`src/rtl/jt12_timer_pkg.sv`:
```
// Shared geometry constants for the jt12 timer bank family.
// Timer A is a 10-bit unprescaled counter; timer B is an 8-bit counter
// that advances once per 16 sample ticks.
package jt12_timer_pkg;

  localparam int TA_CW = 10;
  localparam int TB_CW = 8;
  localparam int TB_PW = 4;

  // Default bank geometry: timer A width, timer B prescaler depth.
  localparam int DEF_N  = 2;
  localparam int DEF_CW = TA_CW;
  localparam int DEF_PW = TB_PW;

endpackage

```
`src/rtl/jt12_timer_bank_ch.sv`:
```
// One timer channel: reloadable up-counter with run/one-shot control,
// a registered one-clock overflow pulse and a sticky overflow flag.
import jt12_timer_pkg::*;

module jt12_timer_ch #(
  parameter int   CW        = TA_CW,
  parameter logic PRESCALED = 1'b0
) (
  input  logic          clk,
  input  logic          rst,
  input  logic          tick,
  input  logic          pre_wrap,
  input  logic [CW-1:0] start_value,
  input  logic          load,
  input  logic          oneshot,
  input  logic          clr_flag,
  output logic [CW-1:0] cnt,
  output logic          flag,
  output logic          overflow
);

  logic last_load;
  logic running;
  logic adv;
  logic at_top;

  // A prescaled channel only moves on the shared prescaler wrap tick.
  assign adv    = tick & running & (PRESCALED ? pre_wrap : 1'b1);
  assign at_top = &cnt;

  // Counter, run state and overflow pulse; a load rising edge outranks an advance.
  always_ff @(posedge clk) begin
    if (rst) begin
      cnt       <= '0;
      last_load <= 1'b0;
      running   <= 1'b0;
      overflow  <= 1'b0;
    end else begin
      overflow <= 1'b0;
      if (tick) begin
        last_load <= load;
        if (load && !last_load) begin
          cnt     <= start_value;
          running <= 1'b1;
        end else if (!load) begin
          running <= 1'b0;
        end else if (adv) begin
          if (at_top) begin
            cnt      <= start_value;
            overflow <= 1'b1;
            running  <= !oneshot;
          end else begin
            cnt <= cnt + 1'b1;
          end
        end
      end
    end
  end

  // Sticky flag runs every clock; a clear coinciding with the pulse drops the event.
  always_ff @(posedge clk) begin
    if (rst) begin
      flag <= 1'b0;
    end else if (clr_flag) begin
      flag <= 1'b0;
    end else if (overflow) begin
      flag <= 1'b1;
    end
  end

endmodule

```
`src/rtl/jt12_timer_bank.sv`:
```
// Bank of N independent FM timers sharing one sample tick and one
// free-running prescaler, with a combined active-low interrupt.
import jt12_timer_pkg::*;

module jt12_timer_bank #(
  parameter int           N        = DEF_N,
  parameter int           CW       = DEF_CW,
  parameter int           PW       = DEF_PW,
  parameter logic [N-1:0] PRE_MASK = 2'b10
) (
  input  logic            clk,
  input  logic            rst,
  input  logic            cen,
  input  logic            zero,
  input  logic [N*CW-1:0] start_value,
  input  logic [N-1:0]    load,
  input  logic [N-1:0]    oneshot,
  input  logic [N-1:0]    clr_flag,
  input  logic [N-1:0]    irq_en,
  output logic [N-1:0]    flag,
  output logic [N-1:0]    overflow,
  output logic [N*CW-1:0] count,
  output logic            irq_n
);

  logic          tick;
  logic [PW-1:0] free_cnt;
  logic          pre_wrap;

  assign tick     = cen & zero;
  assign pre_wrap = tick & (&free_cnt);

  // Free-running prescaler shared by every prescaled channel.
  always_ff @(posedge clk) begin
    if (rst) begin
      free_cnt <= '0;
    end else if (tick) begin
      free_cnt <= free_cnt + 1'b1;
    end
  end

  for (genvar i = 0; i < N; i++) begin : g_ch
    jt12_timer_ch #(
      .CW        (CW),
      .PRESCALED (PRE_MASK[i])
    ) u_ch (
      .clk         (clk),
      .rst         (rst),
      .tick        (tick),
      .pre_wrap    (pre_wrap),
      .start_value (start_value[i*CW +: CW]),
      .load        (load[i]),
      .oneshot     (oneshot[i]),
      .clr_flag    (clr_flag[i]),
      .cnt         (count[i*CW +: CW]),
      .flag        (flag[i]),
      .overflow    (overflow[i])
    );
  end

  assign irq_n = ~|(flag & irq_en);

endmodule
```
`config.mk`:
```
export PLATFORM = sky130hd
export DESIGN_NAME = jt12_timer_bank
export DESIGN_NICKNAME = d
export VERILOG_FILES = /design/src/rtl/jt12_timer_pkg.sv /design/src/rtl/jt12_timer_bank_ch.sv /design/src/rtl/jt12_timer_bank.sv
export SDC_FILE = /design/constraint.sdc
export NUM_CORES = 1
export LEC_CHECK = 0
export ABC_AREA = 0
export BUFFER_PORTS_ARGS = -buffer_cell sky130_fd_sc_hd__buf_2
export CORE_MARGIN = 2
export CORE_UTILIZATION = 40
export CTS_CLUSTER_SIZE = 24
export DETAILED_ROUTE_END_ITERATION = 8
export PLACE_DENSITY = 0.68
export SKIP_CTS_REPAIR_TIMING = 1
export SLEW_MARGIN = 20
export SYNTH_ARGS = -nofsm -noshare
export SYNTH_HDL_FRONTEND = slang
export SYNTH_SLANG_ARGS = --single-unit
```
`constraint.sdc`:
```
create_clock -name clk -period 1.8 [get_ports clk]
set_input_delay 0.27 -clock clk [delete_from_list [all_inputs] [get_ports clk]]
set_output_delay 0.27 -clock clk [all_outputs]
set_load 0.05 [all_outputs]
```
==> reports/metrics.csv, run 1 <==
stage,metric,value,unit
floorplan,die_x,71.0,um
synthesis,synth.area.top_cells,"dfxtp_1 36%, a21oi_1 5.0%, nand2_1 5.0%",
power,sequentialPowerShare,0.466,
finish,instances_no_fill,356,
global_routing,grt_pass1_vias,1764,
cts,cts_tree,done,
synthesis,syn_nets,270,
global_routing,grt_pass1_wl,8370,um
critical_path,crit_path_start_kind,register,
cts,clk_pin_slew,0.07,ns
drt,via_per_inst,5.63,
power,clockPowerShare,0.383,
timing,fmax,0.592,GHz
timing,fin_setup_tns,0,ns
finish,utilization,0.545,
finish,final_cell_mix,"56 x buf_2, 24 x nand2_1, 19 x nor2_1",
timing,slew_viol_final,0,
floorplan,die_height,71.0,um
critical_path,crit_path_end_kind,register,
floorplan,core_area,0.00432,mm^2
floorplan,die-area,0.00504,mm^2
power,power.share.combinational,0.151,
floorplan,initial_utilization,0.415,
finish,n_antenna_cell,0,
synthesis,synthCells,235,
min_path,min_path_type,in2reg,
placement,portBuffers,56,
placement,dp_hpwl,3710,um
critical_path,cp.required,1.98,ns
floorplan,pin_count,57,
power,power.total,1620,uW
timing,finClkSkew,0.00617,ns
power,switching_share,0.278,
run_status,outcome,finished clean,
drt,drt-total-wl,4990,um
global_routing,grt_max_degree,15,
min_path,hold_path_startpoint,clr_flag[1],
synthesis,ys_async_sr_fraction,0,
cts,clock_path_buffers,2,
global_routing,grtUsageTotal,0.206,
synthesis,ys.flop_type,dfxtp_1,
synthesis,synth-edff-count,0,
drt,drc_errors,0,
drt,drt_iter0_markers,109,
cts,clkLatencyLatePin,0.29,ns
finish,syn_to_final_growth,31.3,%
critical_path,critPathKind,reg2reg,
critical_path,r2r-end,g_ch[1].u_ch.running,
drt,dr.pass1.iters,5,
floorplan,rows,24,
power,p_per_area,686,mW/mm^2
global_routing,antenna_found_initial,0,
min_path,hold_path_end,g_ch[1].u_ch.flag,
power,p_leak,0.000947,uW
synthesis,yosysTopAreaCellShare,0.357,
timing,layout_min_cycle_time,1.69,ns
drt,ant_nets,0,
power,internal_power,1170,uW
critical_path,arrival,1.87,ns
synthesis,synth_seq_cells,32,
finish,fin_nets,338,
power,irDropWorstVdd,0.360,mV
critical_path,crit_fanout,5,
synthesis,synth_area,0.00180,mm^2
cts,numCtsBuffers,5,
finish,mostFrequentLayoutCell,buf_2,
synthesis,yosysSeqAreaShare,0.357,
drt,wl_per_cell,14.0,um
power,netSwitchingPower,450,uW
cts,clkSinkCount,32,
placement,postPlaceCellArea,0.00223,mm^2
min_path,whs_path_depth,2,
critical_path,reg2reg_depth,6,
placement,post-place-cells,347,
finish,fin_area,0.00236,mm^2
synthesis,syn_avg_cell_area,7.64,um^2
timing,period_share,0.939,
global_routing,grt_overflow,0,
synthesis,ys_warn_count,0,
timing,setup_violations,0,
synthesis,synth_cell_types,44,
critical_path,r2r_start,free_cnt[1],
run,drv_cap,0,
timing,slew_headroom,0.608,
placement,routabilityCongestion,0.853,
cts,h-tree-depth,2,
timing,hold_viol,0,
critical_path,r2r_slack,0.11,ns
timing,tightest_slew,0.587,ns
drt,vias,2006,
finish,layout-drive-gt1-share,0.352,
synthesis,yosys.area.top_type,dfxtp_1,
cts,cts_root_buf,clkbuf_8,
## layout make-up
class | instances | area, um^2
Timing Repair Buffer | 74 | 415
Sequential cell | 32 | 677
Tap cell | 52 | 65.1
Multi-Input combinational cell | 185 | 1080
Clock buffer | 8 | 100
Inverter | 5 | 18.8
Fill cell | 419 | 1970
## state kept, by name, summed over array words and instances (netlist names)
register	count
g_ch.u_ch.cnt	20
free_cnt	4
g_ch.u_ch.flag	2
g_ch.u_ch.last_load	2
g_ch.u_ch.overflow	2
g_ch.u_ch.running	2
## logic make-up after synthesis
kind of cell | share of synthesized area
flops | 0.357
buf+inv | 0.0488
compound gates | 0.245
simple gates | 0.303
xor+xnor | 0.0146
fa+ha+maj | 0.0209
mux | 0.0112
## metrics by stage
stage,hold slack [ns],worst slack (ns)
finish,0.133,0.110
global route,0.128,-0.000191
CTS,0.131,0.0366
floorplan,0.347,-0.0274
detailed placement,0.437,0.0454
global placement,0.434,0.0475
## how the worst max path moves through the flow
stage | depth (start not counted) | slack (ns) | from | end
floorplan | 6 | -0.03 | g_ch[1].u_ch.cnt[0] | g_ch[1].u_ch.running
global placement | 6 | 0.05 | g_ch[0].u_ch.cnt[0] | g_ch[0].u_ch.overflow
detailed placement | 6 | 0.05 | free_cnt[0] | g_ch[1].u_ch.running
CTS | 6 | 0.04 | free_cnt[0] | g_ch[1].u_ch.running
global route | 6 | -0.0002 | free_cnt[1] | g_ch[1].u_ch.running
finish | 6 | 0.11 | free_cnt[1] | g_ch[1].u_ch.running
## per-layer routing
| metal | GRT usage | routed length (um) | vias to the layer above |
|---|---|---|---|
| met4 | 0.0671 | 58 | 0 |
| met1 | 0.266 | 2280 | 937 |
| met2 | 0.344 | 2390 | 56 |
| met5 | 0 | 0 | - |
| li1 | - | - | 1008 |
| met3 | 0.0456 | 267 | 5 |
## cells in the mapped netlist, types with 2 or more instances
| cell type | count |
|---|---|
| nor3_1 | 13 |
| nor4_1 | 7 |
| nand3_1 | 16 |
| a31oi_1 | 11 |
| nand2_1 | 24 |
| a211oi_1 | 3 |
| clkbuf_1 | 6 |
| dfxtp_1 | 32 |
| inv_1 | 5 |
| nand4_1 | 4 |
| or4_1 | 2 |
| a21boi_0 | 3 |
| o31ai_1 | 3 |
| buf_4 | 5 |
| ha_1 | 3 |
| a22oi_1 | 2 |
| xor2_1 | 2 |
| a221oi_1 | 2 |
| a21oi_1 | 18 |
| o211ai_1 | 4 |
| nor2_1 | 20 |
| a21o_1 | 3 |
| mux2i_1 | 2 |
| nand2b_1 | 4 |
| nor2b_1 | 4 |
| and2_1 | 2 |
| or3_1 | 3 |
| o21ai_0 | 16 |
## power groups by stage
stage / clock (uW) / combinational [uW] / sequential, uW
after floorplan: 0 / 108 / 807
after global placement: 0 / 242 / 768
after detailed placement: 0 / 244 / 769
after CTS: 630 / 244 / 753
after global routing: 664 / 268 / 758
final: 619 / 245 / 754
## critical path, stage by stage (launching register included)
cell and delay, ns:
dfxtp_1 0.35, ha_1 0.17, nand4_1 0.19, or4_1 0.45, a31oi_1 0.18, mux2i_1 0.20
nor2_1 0.05
Note: power is estimated with default switching activity, not from simulation.
==> run 2: changes to the inputs <==
==> constraint.sdc (replaced) <==
create_clock -name clk -period 1.8 [get_ports clk]
set_input_delay 0.36 -clock clk [delete_from_list [all_inputs] [get_ports clk]]
set_output_delay 0.36 -clock clk [all_outputs]
set_load 0.05 [all_outputs]
==> run 2 against run 1 <==
Global-route usage decreased by 0.071 points. Setup slack got worse by 0.024 ns. Worst hold slack improved by 0.088 ns. Sequential power about the same. Routed wire length about the same. Core utilization decreased by 0.38 points. Clock-buffer cell count decreased by 3. Non-clock buffer count increased by 1. Sequential cell count unchanged. Critical path type unchanged.
==> reports/metrics.csv, run 2 (same netlist as run 1, synthesis figures left out) <==
stage,metric,value,unit,change
timing,fin_setup_tns,0,ns,unchanged
critical_path,arrival,1.90,ns,was 1.87 ns
global_routing,grt_pass1_vias,1731,,was 1764
timing,slew_headroom,0.650,,was 0.608
cts,clock_path_buffers,2,,unchanged
critical_path,crit_path_end_kind,register,,unchanged
critical_path,crit_chain,"ha_2, nand4_1, or4_1, a31oi_1, mux2i_1, nor2_1",,"was ha_1, nand4_1, or4_1, a31oi_1, mux2i_1, nor2_1"
critical_path,crit_fanout,5,,unchanged
cts,clkLatencyLatePin,0.29,ns,about the same
global_routing,grt_max_degree,15,,unchanged
cts,cts_root_buf,clkbuf_8,,unchanged
power,p_per_area,660,mW/mm^2,was 686 mW/mm^2
global_routing,antenna_found_initial,0,,unchanged
drt,drt-total-wl,4990,um,about the same
floorplan,core_area,0.00432,mm^2,unchanged
finish,fin_nets,339,,was 338
finish,utilization,0.541,,was 0.545
finish,largest_reg_flops,20,,unchanged
timing,tightest_slew,0.525,ns,was 0.587 ns
critical_path,cp.required,1.98,ns,about the same
drt,wl_per_cell,14.0,um,about the same
global_routing,grt_overflow,0,,unchanged
critical_path,cpMaxStageDelayCell,or4_1,,unchanged
finish,syn_to_final_growth,30.4,%,was 31.3%
drt,vias,1996,,was 2006
run_status,outcome,finished clean,,unchanged
power,sequentialPowerShare,0.488,,was 0.466
timing,slew_viol_final,0,,unchanged
drt,drt_iter0_markers,136,,was 109
floorplan,die_x,71.0,um,unchanged
drt,ant_nets,0,,unchanged
power,clockPowerShare,0.353,,was 0.383
global_routing,grtUsageTotal,0.206,,about the same
finish,reg.largest.list,"g_ch.u_ch.cnt: 20 flops, free_cnt: 4 flops",,unchanged
finish,layout-drive-gt1-share,0.351,,was 0.352
power,internal_power,1080,uW,was 1170 uW
finish,mostFrequentLayoutCell,buf_2,,unchanged
power,power.share.combinational,0.159,,was 0.151
timing,setup_violations,0,,unchanged
drt,via_per_inst,5.59,,was 5.63
cts,clkSinkCount,32,,unchanged
placement,portBuffers,56,,unchanged
floorplan,initial_utilization,0.415,,unchanged
critical_path,crit_path_max_incr_delay,0.44,ns,was 0.45 ns
critical_path,cp.buffers_inverters,0,,unchanged
placement,dp_hpwl,3670,um,was 3710 um
run,drv_cap,0,,unchanged
power,netSwitchingPower,463,uW,was 450 uW
critical_path,critPathKind,reg2reg,,unchanged
drt,dr.pass1.iters,4,,was 5
drt,drc_errors,0,,unchanged
timing,fmax,0.583,GHz,was 0.592 GHz
power,p_leak,0.000942,uW,was 0.000947 uW
critical_path,crit_path_start_kind,register,,unchanged
floorplan,die-area,0.00504,mm^2,unchanged
cts,cts_tree,done,,unchanged
floorplan,pin_count,57,,unchanged
global_routing,grt_pass1_wl,8260,um,was 8370 um
timing,period_share,0.952,,was 0.939
finish,registers.top_by_ff_count,g_ch.u_ch.cnt,,unchanged
power,switching_share,0.300,,was 0.278
cts,h-tree-depth,2,,unchanged
timing,layout_min_cycle_time,1.71,ns,was 1.69 ns
floorplan,rows,24,,unchanged
finish,n_antenna_cell,0,,unchanged
power,irDropWorstVdd,0.280,mV,was 0.360 mV
cts,numCtsBuffers,5,,unchanged
critical_path,crit_family,simple AND/OR/NAND/NOR gates,,unchanged
cts,clk_pin_slew,0.07,ns,about the same
finish,final_cell_mix,"56 x buf_2, 24 x nand2_1, 20 x nor2_1",,"was 56 x buf_2, 24 x nand2_1, 19 x nor2_1"
timing,finClkSkew,0.00628,ns,was 0.00617 ns
timing,grt_setup_unrepaired,yes,,
min_path,min_path_type,in2reg,,unchanged
floorplan,die_height,71.0,um,unchanged
timing,hold_viol,0,,unchanged
placement,routabilityCongestion,0.862,,was 0.853
run 2: cell types whose count changed in the layout (fill, tap and decap cells not counted):
| cell | change |
|---|---|
| nor4_1 | +1 |
| clkbuf_8 | -2 |
| clkinv_2 | +2 |
| nor2_2 | -1 |
| clkinv_1 | +1 |
| nor4_2 | -1 |
| clkbuf_1 | -1 |
| nor2_1 | +1 |
| buf_4 | +1 |
| ha_1 | -1 |
| ha_2 | +1 |
run 2: metrics by stage:
stage | hold slack [ns] | cells | total power [uW] | instance area (um^2) | setup WS (ns)
2_1_floorplan | 0.437 | 235 | 915 | 1830 | -0.0274
3_3_place_gp | 0.462 | 348 | 1010 | 2240 | 0.0307
3_5_place_dp | 0.463 | 348 | 1010 | 2240 | 0.0429
4_1_cts | 0.212 | 356 | 1550 | 2320 | 0.0193
5_1_grt | 0.212 | 357 | 1620 | 2340 | -0.0172
6_report | 0.221 | 357 | 1550 | 2340 | 0.0860
run 2: area by class of cell:
cell class	count	area, um^2
clock buffer	5	68.8
clock inverter	3	13.8
fill	429	1980
inverter	5	18.8
multi-input combinational	185	1070
sequential	32	677
tap	52	65.1
timing repair buffer	75	423
run 2: worst reg2reg max path, stage by stage, from the launching register on:
cell and delay (ns):
dfxtp_1 0.36, ha_2 0.19, nand4_1 0.16, or4_1 0.44, a31oi_1 0.19, mux2i_1 0.20
nor2_1 0.06
run 2: worst paths after layout:
path	start	endpoint	slack, ns	cells past startpoint
max	free_cnt[1]	g_ch[1].u_ch.running	0.09	6
min	clr_flag[1]	g_ch[1].u_ch.flag	0.22	2
max reg2reg	free_cnt[1]	g_ch[1].u_ch.running	0.09	6
min reg2reg	g_ch[1].u_ch.overflow	g_ch[1].u_ch.flag	0.47	2
run 2: power groups by stage:
stage               combinational, uW  sequential (uW)  clock, uW
floorplan                         108              807          0
global placement                  243              768          0
detailed placement                244              769          0
CTS                               245              753        555
global route                      270              757        592
finish                            245              754        546
run 2: per-layer routing:
| layer | GRT usage | up-vias | part of all wire | routed length (um) |
|---|---|---|---|---|
| met4 | 0.0755 | 0 | 0.014 | 70 |
| li1 | - | 1011 | - | - |
| met1 | 0.271 | 927 | 0.46 | 2310 |
| met2 | 0.328 | 52 | 0.47 | 2350 |
| met3 | 0.0499 | 6 | 0.051 | 256 |
| met5 | 0 | - | 0 | 0 |
